`src/rtl/alu_arbiter.sv`:
```
// Two-port round-robin arbiter and sequencer that shares one combinational ALU.
// Only one operation is in flight at a time; each operation takes three phases: grant, execute, respond.
module alu_arbiter #(
   parameter int WIDTH = 7
) (
   input  logic             clk,
   input  logic             reset,
   input  logic             req0_valid,
   output logic             req0_ready,
   input  logic [WIDTH-1:0] req0_a,
   input  logic [WIDTH-1:0] req0_b,
   input  logic [3:0]       req0_ctrl,
   input  logic             req1_valid,
   output logic             req1_ready,
   input  logic [WIDTH-1:0] req1_a,
   input  logic [WIDTH-1:0] req1_b,
   input  logic [3:0]       req1_ctrl,
   output logic [WIDTH-1:0] alu_a,
   output logic [WIDTH-1:0] alu_b,
   output logic [3:0]       alu_control,
   input  logic [WIDTH-1:0] alu_result,
   input  logic             alu_carry,
   input  logic             alu_overflow,
   input  logic             alu_zero,
   input  logic             alu_negative,
   output logic             rsp_valid,
   input  logic             rsp_ready,
   output logic             rsp_id,
   output logic [WIDTH-1:0] rsp_result,
   output logic [3:0]       rsp_flags
);

   localparam logic [1:0] IDLE = 2'd0;
   localparam logic [1:0] EXEC = 2'd1;
   localparam logic [1:0] RESP = 2'd2;

   logic [1:0]       state_q, state_d;
   logic             last_grant_q, last_grant_d;
   logic             id_q, id_d;
   logic [WIDTH-1:0] alu_a_q, alu_a_d;
   logic [WIDTH-1:0] alu_b_q, alu_b_d;
   logic [3:0]       alu_control_q, alu_control_d;
   logic             rsp_valid_q, rsp_valid_d;
   logic             rsp_id_q, rsp_id_d;
   logic [WIDTH-1:0] rsp_result_q, rsp_result_d;
   logic [3:0]       rsp_flags_q, rsp_flags_d;
   logic             gnt0, gnt1;

   // Arbitration is only live in IDLE; on a tie the requester not granted last wins.
   always_comb begin
      gnt0 = 1'b0;
      gnt1 = 1'b0;
      if ((state_q == IDLE) && !reset) begin
         if (req0_valid && req1_valid) begin
            if (last_grant_q == 1'b1) begin
               gnt0 = 1'b1;
            end else begin
               gnt1 = 1'b1;
            end
         end else if (req0_valid) begin
            gnt0 = 1'b1;
         end else if (req1_valid) begin
            gnt1 = 1'b1;
         end else begin
            gnt0 = 1'b0;
            gnt1 = 1'b0;
         end
      end else begin
         gnt0 = 1'b0;
         gnt1 = 1'b0;
      end
   end

   assign req0_ready = gnt0;
   assign req1_ready = gnt1;

   // Sequencer: grant latches operands, EXEC captures the ALU, RESP waits for the consumer.
   always_comb begin
      state_d       = state_q;
      last_grant_d  = last_grant_q;
      id_d          = id_q;
      alu_a_d       = alu_a_q;
      alu_b_d       = alu_b_q;
      alu_control_d = alu_control_q;
      rsp_valid_d   = rsp_valid_q;
      rsp_id_d      = rsp_id_q;
      rsp_result_d  = rsp_result_q;
      rsp_flags_d   = rsp_flags_q;
      case (state_q)
         IDLE: begin
            if (gnt0) begin
               alu_a_d       = req0_a;
               alu_b_d       = req0_b;
               alu_control_d = req0_ctrl;
               id_d          = 1'b0;
               last_grant_d  = 1'b0;
               state_d       = EXEC;
            end else if (gnt1) begin
               alu_a_d       = req1_a;
               alu_b_d       = req1_b;
               alu_control_d = req1_ctrl;
               id_d          = 1'b1;
               last_grant_d  = 1'b1;
               state_d       = EXEC;
            end else begin
               state_d = IDLE;
            end
         end
         EXEC: begin
            rsp_result_d = alu_result;
            rsp_flags_d  = {alu_carry, alu_overflow, alu_zero, alu_negative};
            rsp_id_d     = id_q;
            rsp_valid_d  = 1'b1;
            state_d      = RESP;
         end
         RESP: begin
            if (rsp_ready) begin
               rsp_valid_d = 1'b0;
               state_d     = IDLE;
            end else begin
               state_d = RESP;
            end
         end
         default: begin
            rsp_valid_d = 1'b0;
            state_d     = IDLE;
         end
      endcase
   end

   // State registers with synchronous reset; an in-flight operation is dropped.
   always_ff @(posedge clk) begin
      if (reset) begin
         state_q       <= IDLE;
         last_grant_q  <= 1'b1;
         id_q          <= 1'b0;
         alu_a_q       <= {WIDTH{1'b0}};
         alu_b_q       <= {WIDTH{1'b0}};
         alu_control_q <= 4'd0;
         rsp_valid_q   <= 1'b0;
         rsp_id_q      <= 1'b0;
         rsp_result_q  <= {WIDTH{1'b0}};
         rsp_flags_q   <= 4'd0;
      end else begin
         state_q       <= state_d;
         last_grant_q  <= last_grant_d;
         id_q          <= id_d;
         alu_a_q       <= alu_a_d;
         alu_b_q       <= alu_b_d;
         alu_control_q <= alu_control_d;
         rsp_valid_q   <= rsp_valid_d;
         rsp_id_q      <= rsp_id_d;
         rsp_result_q  <= rsp_result_d;
         rsp_flags_q   <= rsp_flags_d;
      end
   end

   assign alu_a       = alu_a_q;
   assign alu_b       = alu_b_q;
   assign alu_control = alu_control_q;
   assign rsp_valid   = rsp_valid_q;
   assign rsp_id      = rsp_id_q;
   assign rsp_result  = rsp_result_q;
   assign rsp_flags   = rsp_flags_q;

endmodule

```
`config.mk`:
```
export PLATFORM = sky130hd
export DESIGN_NAME = alu_arbiter
export DESIGN_NICKNAME = d
export VERILOG_FILES = /design/src/rtl/alu_arbiter.sv
export SDC_FILE = /design/constraint.sdc
export NUM_CORES = 1
export LEC_CHECK = 0
export BUFFER_PORTS_ARGS = -buffer_cell sky130_fd_sc_hd__buf_2
export CAP_MARGIN = 20
export CORE_ASPECT_RATIO = 1.4
export CORE_MARGIN = 8
export CORE_UTILIZATION = 50
export DETAILED_ROUTE_END_ITERATION = 12
export PLACE_DENSITY = 0.85
export SLEW_MARGIN = 40
export SYNTH_ARGS = -nofsm -noshare
export SYNTH_HDL_FRONTEND = slang
export SYNTH_SLANG_ARGS = --single-unit
```
`constraint.sdc`:
```
create_clock -name clk -period 2 [get_ports clk]
set_input_delay 0.2 -clock clk [delete_from_list [all_inputs] [get_ports clk]]
set_output_delay 0.2 -clock clk [all_outputs]
set_load 0.01 [all_outputs]
```
==> results.md <==
- The flow ran to the end, and the final reports show no timing, DRC or antenna violations.
- The total count of max-transition violations in the final report is 0.
- The worst-case IR drop observed on VDD is 0.592 mV.
- Between clock sinks in the finished design, the worst skew comes to 0.00679 ns.
- At the pin with the least slew margin, the transition time is 0.534 ns.
- The number of filler instances in the final layout is 308.
- The synthesized netlist net count is 242.
- On the critical path the largest part of the delay comes from simple AND/OR/NAND/NOR gates.
- The synthesized design contains 35 register bits.
- For this run, the detailed router's first-pass iteration total came to 4.
- Before CTS, the worst setup slack after placement is 0.353 ns.
- By area the synthesized netlist is led by dfxtp_1 39%, o31ai_2 9.7%, a21oi_1 8.9%.
- The number of non-filler instances in the completed layout is 313.
- The die is 66.8 um wide.
- The via count of the first global-routing pass is 1,817.
- For this design, the sink count on the clock tree is 35.
- Clock tree synthesis selected as its root buffer the cell clkbuf_8.
- The cell count after synthesis is 190.
- Setup violations remaining at the end of the flow were counted as 0.
- The number of antenna diodes in the final layout is 0.
- The number of different library cells in the post-synthesis netlist is 25.
- The total via count in the routed design is 1,805.
- The height of the die is 87.1 um.
- The congestion estimate from routability-driven global placement came to 0.842.
- For this block, the routed nets add up to 5200 um of wire.
- The leakage component of the power is 0.988 nW.
- The signal on the critical path passes through or3_4, nor3_1, buf_2.
- For this run, the top clock speed supported by timing is 528 MHz.
- Sequential cells were found to cover 38.8% of the synthesized design area.
- Entering global routing, the biggest net connects 24 pins.
- The number of hold violations in the final report was 0.
- The clock input transition at the sequential cells of the worst setup and hold paths is 0.07 ns.
- The number of max-capacitance violations reported is 0.
- The tightest min-delay check is of the in2reg type.
- The post-route antenna net violation count is 0.
- The number of buffers on the longest clock path is 2.
- The design draws 1.88 mW.
- The post-route clock period utilization is 94.7%.
- The initial antenna violation count is 0.
- 85 I/O pins were placed.
- The routed via count divided by cell count is 5.77.
- After floorplanning, the core was sized to cover 0.00355 mm2.
- The number of DRC violations after detailed routing is 0.
- After synthesis the cells add up to 0.00181 mm2.
- The library cell used most frequently in the layout, excluding fill and tap cells, is buf_2.
- The count of cells resized by post-cts repair is 0.
- The arrival time of the worst setup path is 1.69 ns.
- TritonCTS built the clock tree.
- For the finished layout, the period the worst path requires is 1.89 ns.
- In this run the tightest slew margin relative to its limit is 64.4%.
- Once placement finished, the instance area stood at 0.00223 mm2.
- The first global-routing pass estimated 8490 um of wire.
- Power spread over the standard cell area amounts to 803 mW/mm2.
- The total of warnings raised by yosys is 0.
- For this design, the slowest cell found on the critical path is or3_4.
- Along the worst path, the maximum fanout reaches 21.
- Port buffering added 84 buffers.
- Counting both buffers and inverters, the worst setup path holds a total of 1.
- Clock latency on the worst-skew pair, taken at its later pin, is 0.29 ns.
- The final worst-path setup slack is 0.106 ns.
- By startpoint and endpoint, the worst setup path is classified as reg2out.
- The total placed cells including tap cells is 305.
- STA classifies the critical path endpoint as a primary output.
- Compared with the post-synthesis result, the final layout area differs by 29.8%.
- The most area-hungry cell type in the Yosys netlist is dfxtp_1.
- The top cell type by area accounts for 38.8% of the synthesized area.
- The worst setup path is launched from a flop.
- The half-perimeter wire length after detailed placement is 3940 um.
- The total overflow left after global routing is 0.
- The design area is 0.00234 mm2.
- For this run, the slowest stage of the critical path takes 0.56 ns.
- The number of nets in the layout is 322.
- Of the cells placed in the final design, the portion with a size suffix greater than 1 is 49.4%.
- Setup total negative slack on the finished layout was measured at 0 ns.
- Buffers inserted to repair hold after CTS numbered 0.
- The die covers 0.00582 mm2.
- The number of standard-cell rows in the floorplan is 26.
- The count of H-tree levels built during CTS is 2.
- Dividing the detail-routed wire length by the instance count gives 16.6 um.
- Setup repair after global routing left no endpoint under its margin.
- The data required time of the critical path is 1.80 ns.
- The initial utilization of the core area, before any placement, comes to 50.9%.
- The setup fix buffers added after clock tree synthesis is 0.
- The number of buffers created by CTS is 5.
- The aggregate global-route resource usage is 18.7%.
- The average instance in the mapped netlist occupies 9.50 um2.
- In the layout the commonest cells are 84 x buf_2, 35 x dfxtp_1, 32 x a21oi_1, 25 x nand2_1, 18 x nand4_1.
- The DRC violation total after the first TritonRoute iteration is 64.
[cell families after synthesis]
group,count (synthesis),synth area share [%]
compound gates,70,35.1
simple gates,59,16.9
flops,35,38.8
buf+inv,26,9.22
[layout make-up]
| type | count | area, um2 | share of cell area, % |
|---|---|---|---|
| multi-input cells | 129 | 947 | 40.4 |
| flip-flops and latches | 35 | 701 | 29.9 |
| repair buffers | 97 | 518 | 22.1 |
| clock buffers | 6 | 82.6 | 3.52 |
| well taps | 42 | 52.6 | 2.24 |
| clock inverters | 2 | 35.0 | 1.49 |
| inverters | 2 | 7.51 | 0.320 |
[flip-flops by register name, indices dropped and copies added, names as in the netlist]
register and flops:
state_q 2, rsp_valid 1, alu_a 7, last_grant_q 1, rsp_flags 4, id_q 1, rsp_id 1, alu_control 4
rsp_result 7, alu_b 7
[cells in the mapped netlist]
| cell | number |
|---|---|
| nand2_1 | 25 |
| nor3_1 | 2 |
| o31ai_1 | 2 |
| nor2_1 | 3 |
| nand3_1 | 1 |
| nor3_2 | 1 |
| buf_2 | 7 |
| inv_1 | 2 |
| dfxtp_1 | 35 |
| a311oi_1 | 9 |
| and2_1 | 1 |
| o31ai_2 | 14 |
| or2_1 | 1 |
| or3_4 | 1 |
| buf_4 | 2 |
| nand3b_1 | 1 |
| buf_6 | 7 |
| o31ai_4 | 3 |
| nand2b_1 | 2 |
| a21oi_1 | 32 |
| nand4_1 | 18 |
| a311oi_2 | 9 |
| nor2b_1 | 3 |
| clkbuf_1 | 8 |
| o21ai_0 | 1 |
[final timing paths]
path	cells past startpoint	startpoint	to	slack, ns
max reg2reg	4	last_grant_q	alu_a[6]	0.44
max	3	state_q[1]	req0_ready	0.11
min reg2reg	2	rsp_result[5]	rsp_result[5]	0.45
min	3	alu_zero	rsp_flags[1]	0.15
[layer usage]
layer	vias up	part of all wire [%]	routed length, um	track usage [%]
met3	12	7.5	392	5.80
met1	834	40	2080	20.9
li1	879	-	-	-
met2	80	49	2550	30.1
met5	-	0	0	0
met4	0	3.4	177	10.9
[worst register-to-register path: cells and delay by family (launching register included)]
family | cells | cell delay [ns]
flops | 1 | 0.39
buf+inv | 1 | 0.25
simple gates | 2 | 0.55
compound gates | 1 | 0.29
[stage by stage]
step,hold slack [ns],utilization [%]
after CTS,0.140,66.1
final,0.147,66.1
after global placement,0.440,62.8
after floorplan,0.336,-
after detailed placement,0.446,62.8
after global routing,0.140,66.1
[power by group]
part           leakage (nW)  switching, mW  internal, mW
sequential            0.288         0.0349         0.756
clock                0.0612          0.251         0.403
combinational         0.639          0.251         0.186
total                 0.988          0.537          1.35
No activity file was read; power rests on OpenSTA's default activity.
